**config.mk**
```make
export PLATFORM = sky130hd
export DESIGN_NAME = alu_sequencer_flat
export DESIGN_NICKNAME = d
export VERILOG_FILES = /design/src/rtl/alu_sequencer_if.sv /design/src/rtl/alu_sequencer.sv /design/src/flat_wrapper.sv
export SDC_FILE = /design/constraint.sdc
export NUM_CORES = 1
export LEC_CHECK = 0
export CAP_MARGIN = 15
export CORE_MARGIN = 3
export CORE_UTILIZATION = 40
export CTS_CLUSTER_DIAMETER = 150
export DETAILED_ROUTE_END_ITERATION = 10
export PLACE_DENSITY_LB_ADDON = 0.15
export SLEW_MARGIN = 40
export SYNTH_ARGS = -nofsm -noshare
export SYNTH_HDL_FRONTEND = slang
export SYNTH_SLANG_ARGS = --single-unit
export TNS_END_PERCENT = 50
```
**constraint.sdc**
```tcl
create_clock -name clk -period 3.5 [get_ports clk]
set_input_delay 1.05 -clock clk [delete_from_list [all_inputs] [get_ports clk]]
set_output_delay 1.05 -clock clk [all_outputs]
set_load 0.05 [all_outputs]
```
**src/rtl/alu_sequencer_if.sv**
```systemverilog
// Instruction-stream handshake between an upstream byte source and the
// sequencer. A byte moves on a rising clock edge when valid and ready are both high.
interface alu_sequencer_if;
   logic       instr_valid;
   logic [7:0] instr_data;
   logic       instr_ready;

   modport master (
      output instr_valid,
      output instr_data,
      input  instr_ready
   );

   modport slave (
      input  instr_valid,
      input  instr_data,
      output instr_ready
   );
endinterface

```
**src/rtl/alu_sequencer.sv**
```systemverilog
// Small instruction sequencer that feeds an external combinational ALU.
// It fetches one instruction byte into IR and presents operands R[Rd] and R[Rs].
// It then writes the ALU result back into R[Rd].
// The load-immediate form takes a second byte and writes it to R[Rd] directly.
// Instruction byte layout: [7:5] opcode, [4:3] Rd, [2:1] Rs, [0] immediate flag.
module alu_sequencer #(
   parameter bit IMM_EN = 1'b1
) (
   input  logic                  clk,
   input  logic                  rst_n,
   alu_sequencer_if.slave        instr,
   output logic [7:0]            a,
   output logic [7:0]            b,
   output logic [2:0]            opcode,
   input  logic [7:0]            alu_out,
   output logic [7:0]            result,
   output logic                  result_valid,
   output logic                  busy
);

   typedef enum logic [1:0] {
      S_FETCH = 2'd0,
      S_IMM   = 2'd1,
      S_EXEC  = 2'd2
   } state_t;

   state_t     state;
   logic [7:0] ir;
   logic [7:0] rf [4];
   logic       ready_q;
   logic       busy_q;
   logic       xfer;
   logic [1:0] rd_idx;
   logic [1:0] rs_idx;

   assign rd_idx = ir[4:3];
   assign rs_idx = ir[2:1];

   // A byte is consumed only when both sides agree in the same cycle.
   assign xfer = instr.instr_valid && ready_q;

   // Ready and busy are registers, so both read 0 while reset is held.
   // Ready then rises at the first clock edge after reset is released.
   assign instr.instr_ready = ready_q;
   assign busy              = busy_q;

   // Operands and opcode are decoded straight from IR and the register file.
   // IR does not change during EXEC, so the ALU sees stable inputs.
   assign a      = rf[rd_idx];
   assign b      = rf[rs_idx];
   assign opcode = ir[7:5];

   // Sequencer FSM together with IR, the register file and the result registers.
   // NOTE: the register file is reset like any other flop. An aborted
   // instruction must leave every register at zero, not at stale data.
   always_ff @(posedge clk or negedge rst_n) begin
      if (!rst_n) begin
         state        <= S_FETCH;
         ir           <= 8'h00;
         for (int i = 0; i < 4; i++) rf[i] <= 8'h00;
         result       <= 8'h00;
         result_valid <= 1'b0;
         ready_q      <= 1'b0;
         busy_q       <= 1'b0;
      end else begin
         // NOTE: every register here uses non-blocking assignment. The
         // EXEC write-back of R[Rd] therefore uses the ALU result produced
         // from the old R[Rd], even when Rd equals Rs.
         result_valid <= 1'b0;
         case (state)
            S_FETCH: begin
               if (xfer) begin
                  ir     <= instr.instr_data;
                  busy_q <= 1'b1;
                  if (IMM_EN && instr.instr_data[0]) begin
                     state   <= S_IMM;
                     ready_q <= 1'b1;
                  end else begin
                     state   <= S_EXEC;
                     ready_q <= 1'b0;
                  end
               end else begin
                  ready_q <= 1'b1;
                  busy_q  <= 1'b0;
               end
            end
            S_IMM: begin
               // The immediate byte goes to the register file only; IR keeps the instruction.
               if (xfer) begin
                  rf[rd_idx]   <= instr.instr_data;
                  result       <= instr.instr_data;
                  result_valid <= 1'b1;
                  state        <= S_FETCH;
                  ready_q      <= 1'b1;
                  busy_q       <= 1'b0;
               end
            end
            S_EXEC: begin
               rf[rd_idx]   <= alu_out;
               result       <= alu_out;
               result_valid <= 1'b1;
               state        <= S_FETCH;
               ready_q      <= 1'b1;
               busy_q       <= 1'b0;
            end
            default: begin
               state   <= S_FETCH;
               ready_q <= 1'b1;
               busy_q  <= 1'b0;
            end
         endcase
      end
   end

endmodule
```
**src/flat_wrapper.sv**
```systemverilog
// flat-port wrapper written by rule: the top's interface ports become plain ports
module alu_sequencer_flat 
#(
   parameter bit IMM_EN = 1'b1
)
  (clk, rst_n, a, b, opcode, alu_out, result, result_valid, busy, instr_instr_valid, instr_instr_data, instr_instr_ready);
  alu_sequencer_if instr_i ();
  input  logic clk;
  input  logic rst_n;
  output logic [7:0] a;
  output logic [7:0] b;
  output logic [2:0] opcode;
  input  logic [7:0] alu_out;
  output logic [7:0] result;
  output logic result_valid;
  output logic busy;
  input wire logic [$bits(instr_i.instr_valid)-1:0] instr_instr_valid;
  input wire logic [$bits(instr_i.instr_data)-1:0] instr_instr_data;
  output wire logic [$bits(instr_i.instr_ready)-1:0] instr_instr_ready;
  assign instr_i.instr_valid = instr_instr_valid;
  assign instr_i.instr_data = instr_instr_data;
  assign instr_instr_ready = instr_i.instr_ready;
  alu_sequencer #(.IMM_EN(IMM_EN)) u_core (.clk(clk), .rst_n(rst_n), .instr(instr_i), .a(a), .b(b), .opcode(opcode), .alu_out(alu_out), .result(result), .result_valid(result_valid), .busy(busy));
endmodule
```
==> metrics.yaml <==
status:
  status: "finished, final reports clean"
synthesis:
  yosysTopAreaCell: "dfrtp_1"
  synth_cells: 180
  yosysUniqueCellTypes: 32
  ys_ff_latch: 52
  syn_avg_cell_area_um2: 14.5
  ys_seq_area_share_pct: 49.9
  synth_top_area_share_pct: 49.9
  syn-num-nets: 203
  synthTopCellsByArea: "dfrtp_1, mux2_2, mux4_2, a22o_1, ha_1"
  yosysWarningCount: 0
  syn_area_um2: 2610
route:
  firstDrtPassIters: 4
  vias: 1731
  drt_iter0_drc: 49
  routed_via_density: 5.75
  routed_wl_um: 6130
  drcViolationCount: 0
  detail-route-antenna-nets: 0
  wl_per_cell_um: 20.3
global_route:
  grt_pass1_wl_um: 9940
  grt-ovfl-total: 0
  grt_use_total_pct: 17.5
  grt_max_degree: 31
  grt_antenna_before_repair: 0
  grt_pass1_vias: 1876
critical_path:
  max_stage_delay_ns: 0.80
  timing.rr.end: "u_core.rf[13]"
  cp_max_fo: 15
  worstSetupPathDepth: 2
  start_kind: "flop"
  reg2reg_depth: 5
  crit_required_ns: 2.45
  cpLargestDelayFamily: "buffers and inverters"
  critPathKind: "reg -> out"
  r2r_start: "u_core.state[0]"
  endpoint_kind: "output port"
  crit_slowest_cell: "clkdlybuf4s50_1"
  regToRegSetupSlack_ns: 1.33
  arrival_ns: 2.21
  cp_cell_sequence: "mux4_2, clkdlybuf4s50_1"
  critPathBufInv: 1
floorplanning:
  fp.dieH_um: 86.7
  dieArea_um2: 7520
  io_pins: 49
  std_cell_rows: 28
  core-area_um2: 6130
  start_util_pct: 42.5
  die_w_um: 86.7
final_layout:
  area_delta_synth_final_pct: 23.6
  antenna_cells: 0
  ff_latch_area_um2: 1300
  multi_input_area_um2: 1210
  drive_above_1_share_pct: 30.5
  fill_cells: 509
  fin_util_pct: 52.6
  final_nets: 249
clocking:
  root_buffer: "clkbuf_8"
  clock_latency_ns: 0.30
  clock_path_buffers: 2
  numCtsBuffers: 5
  holdBufCountCts: 0
  cts.sinks: 52
  path_clk_slew_ns: 0.09
  cts_tree: "yes"
  htreeDepth: 2
hold_path:
  hp-start: "u_core.result[0]"
  min_to: "u_core.result[0]"
  holdPathStages: 1
  hold_path.class: "reg -> reg"
sta:
  clock_skew_ns: 0.00358
  hold_violations: 0
  min_period_ns: 3.26
  report.final.slew_viol_count: 0
  tightestPinTransition_ns: 0.726
  timing.fmax_mhz: 307
  fin_ws_ns: 0.242
  setup_violations: 0
  post-route-period-util_pct: 93.1
  fin_tns_setup_ns: 0
  rsz0062_at_grt: "false"
  relSlewSlack_pct: 51.5
job:
  maxCapViolations: 0
placement:
  port-buffer-count: 48
  dp_hpwl_um: 4340
  place.gp.congestion: 0.719
  dp_slack_ns: 0.356
-- cell type report --
type,instances,area share (%)
multi-input cells,112,37.7
clock buffers,7,2.99
repair buffers,51,15.5
flip-flops and latches,52,40.5
inverters,4,0.466
well taps,75,2.91
-- placed cells by master, fill, tap and decap left out, drive strengths merged, types with 3 or more instances in the layout --
| master | count |
|---|---|
| nand2 | 7 |
| mux4 | 16 |
| a21oi | 5 |
| clkbuf | 7 |
| clkdlybuf4s50 | 47 |
| dfrtp | 52 |
| nand3 | 4 |
| nand3b | 3 |
| buf | 4 |
| nor2 | 3 |
| mux2 | 36 |
| inv | 4 |
| a21o | 4 |
| a22o | 9 |
| ha | 4 |
| o21ai | 9 |
-- what timing repair did --
item                                    in CTS  in global routing
endpoints found under the setup margin       0                 16
resized for setup                            0                  2
setup buffers                                0                  0
-- kinds of logic after synthesis --
group | Yosys count | share of synthesized area (%)
multiplexers | 53 | 29.8
flip-flops | 52 | 49.9
AO/OA/AOI/OAI | 32 | 9.89
AND/OR/NAND/NOR | 23 | 5.04
buffers and inverters | 16 | 3.50
adder cells (fa/ha/maj) | 4 | 1.92
-- flip-flops by register name, indices dropped and copies added, names as in the netlist --
| signal | cells |
|---|---|
| u_core.instr.instr_ready | 1 |
| u_core.result | 8 |
| u_core.rf | 32 |
| u_core.result_valid | 1 |
| u_core.ir | 7 |
| u_core.busy | 1 |
| u_core.state | 2 |
-- synth_stat cells --
cell type and instances:
a32o_1 2, and2_1 1, a22o_1 9, nand2_1 7, buf_1 1, a21boi_0 1, buf_2 4, inv_1 4
a21oi_2 1, a21o_1 4, buf_4 3, a21oi_1 4, o21ai_0 6, o21ai_4 3, nand3b_1 3, ha_1 4
and2b_1 1, nor2_4 1, clkbuf_1 2, mux2_1 2, dfrtp_1 52, nand2b_1 1, o22ai_1 1, and3_4 1
mux4_2 16, o21a_1 1, nor2b_1 2, mux2i_1 1, nand3_1 4, buf_6 2, mux2_2 34, nor2_1 2
-- worst max path at each step --
| stage | startpoint | endpoint |
|---|---|---|
| 2_1_floorplan | u_core.ir[3] | a[0] |
| 5_1_grt | u_core.ir[3] | a[6] |
| 3_3_place_gp | u_core.ir[3] | a[6] |
| 6_report | u_core.ir[4] | a[6] |
| 3_5_place_dp | u_core.ir[3] | a[7] |
| 4_1_cts | u_core.ir[3] | a[7] |
-- layer usage --
metal,routed length (µm),part of all wire (%),vias up,global-route usage [%]
met3,221,3.6,8,4.37
li1,-,-,773,-
met2,3150,51,37,30.8
met1,2700,44,913,22.0
met5,0,0,-,0
met4,59,0.96,0,3.40
-- per-stage QoR --
stage | hold slack, ns | area [µm²] | std cells
2_1_floorplan | 0.476 | 2610 | 180
3_3_place_gp | 0.463 | 3120 | 294
3_5_place_dp | 0.469 | 3120 | 294
5_1_grt | 0.508 | 3220 | 301
6_report | 0.486 | 3220 | 301
4_1_cts | 0.490 | 3220 | 301
Power is left out: the tool's default activity adds up to more than one toggle a clock period on the data nets, which glitch-free logic cannot reach.
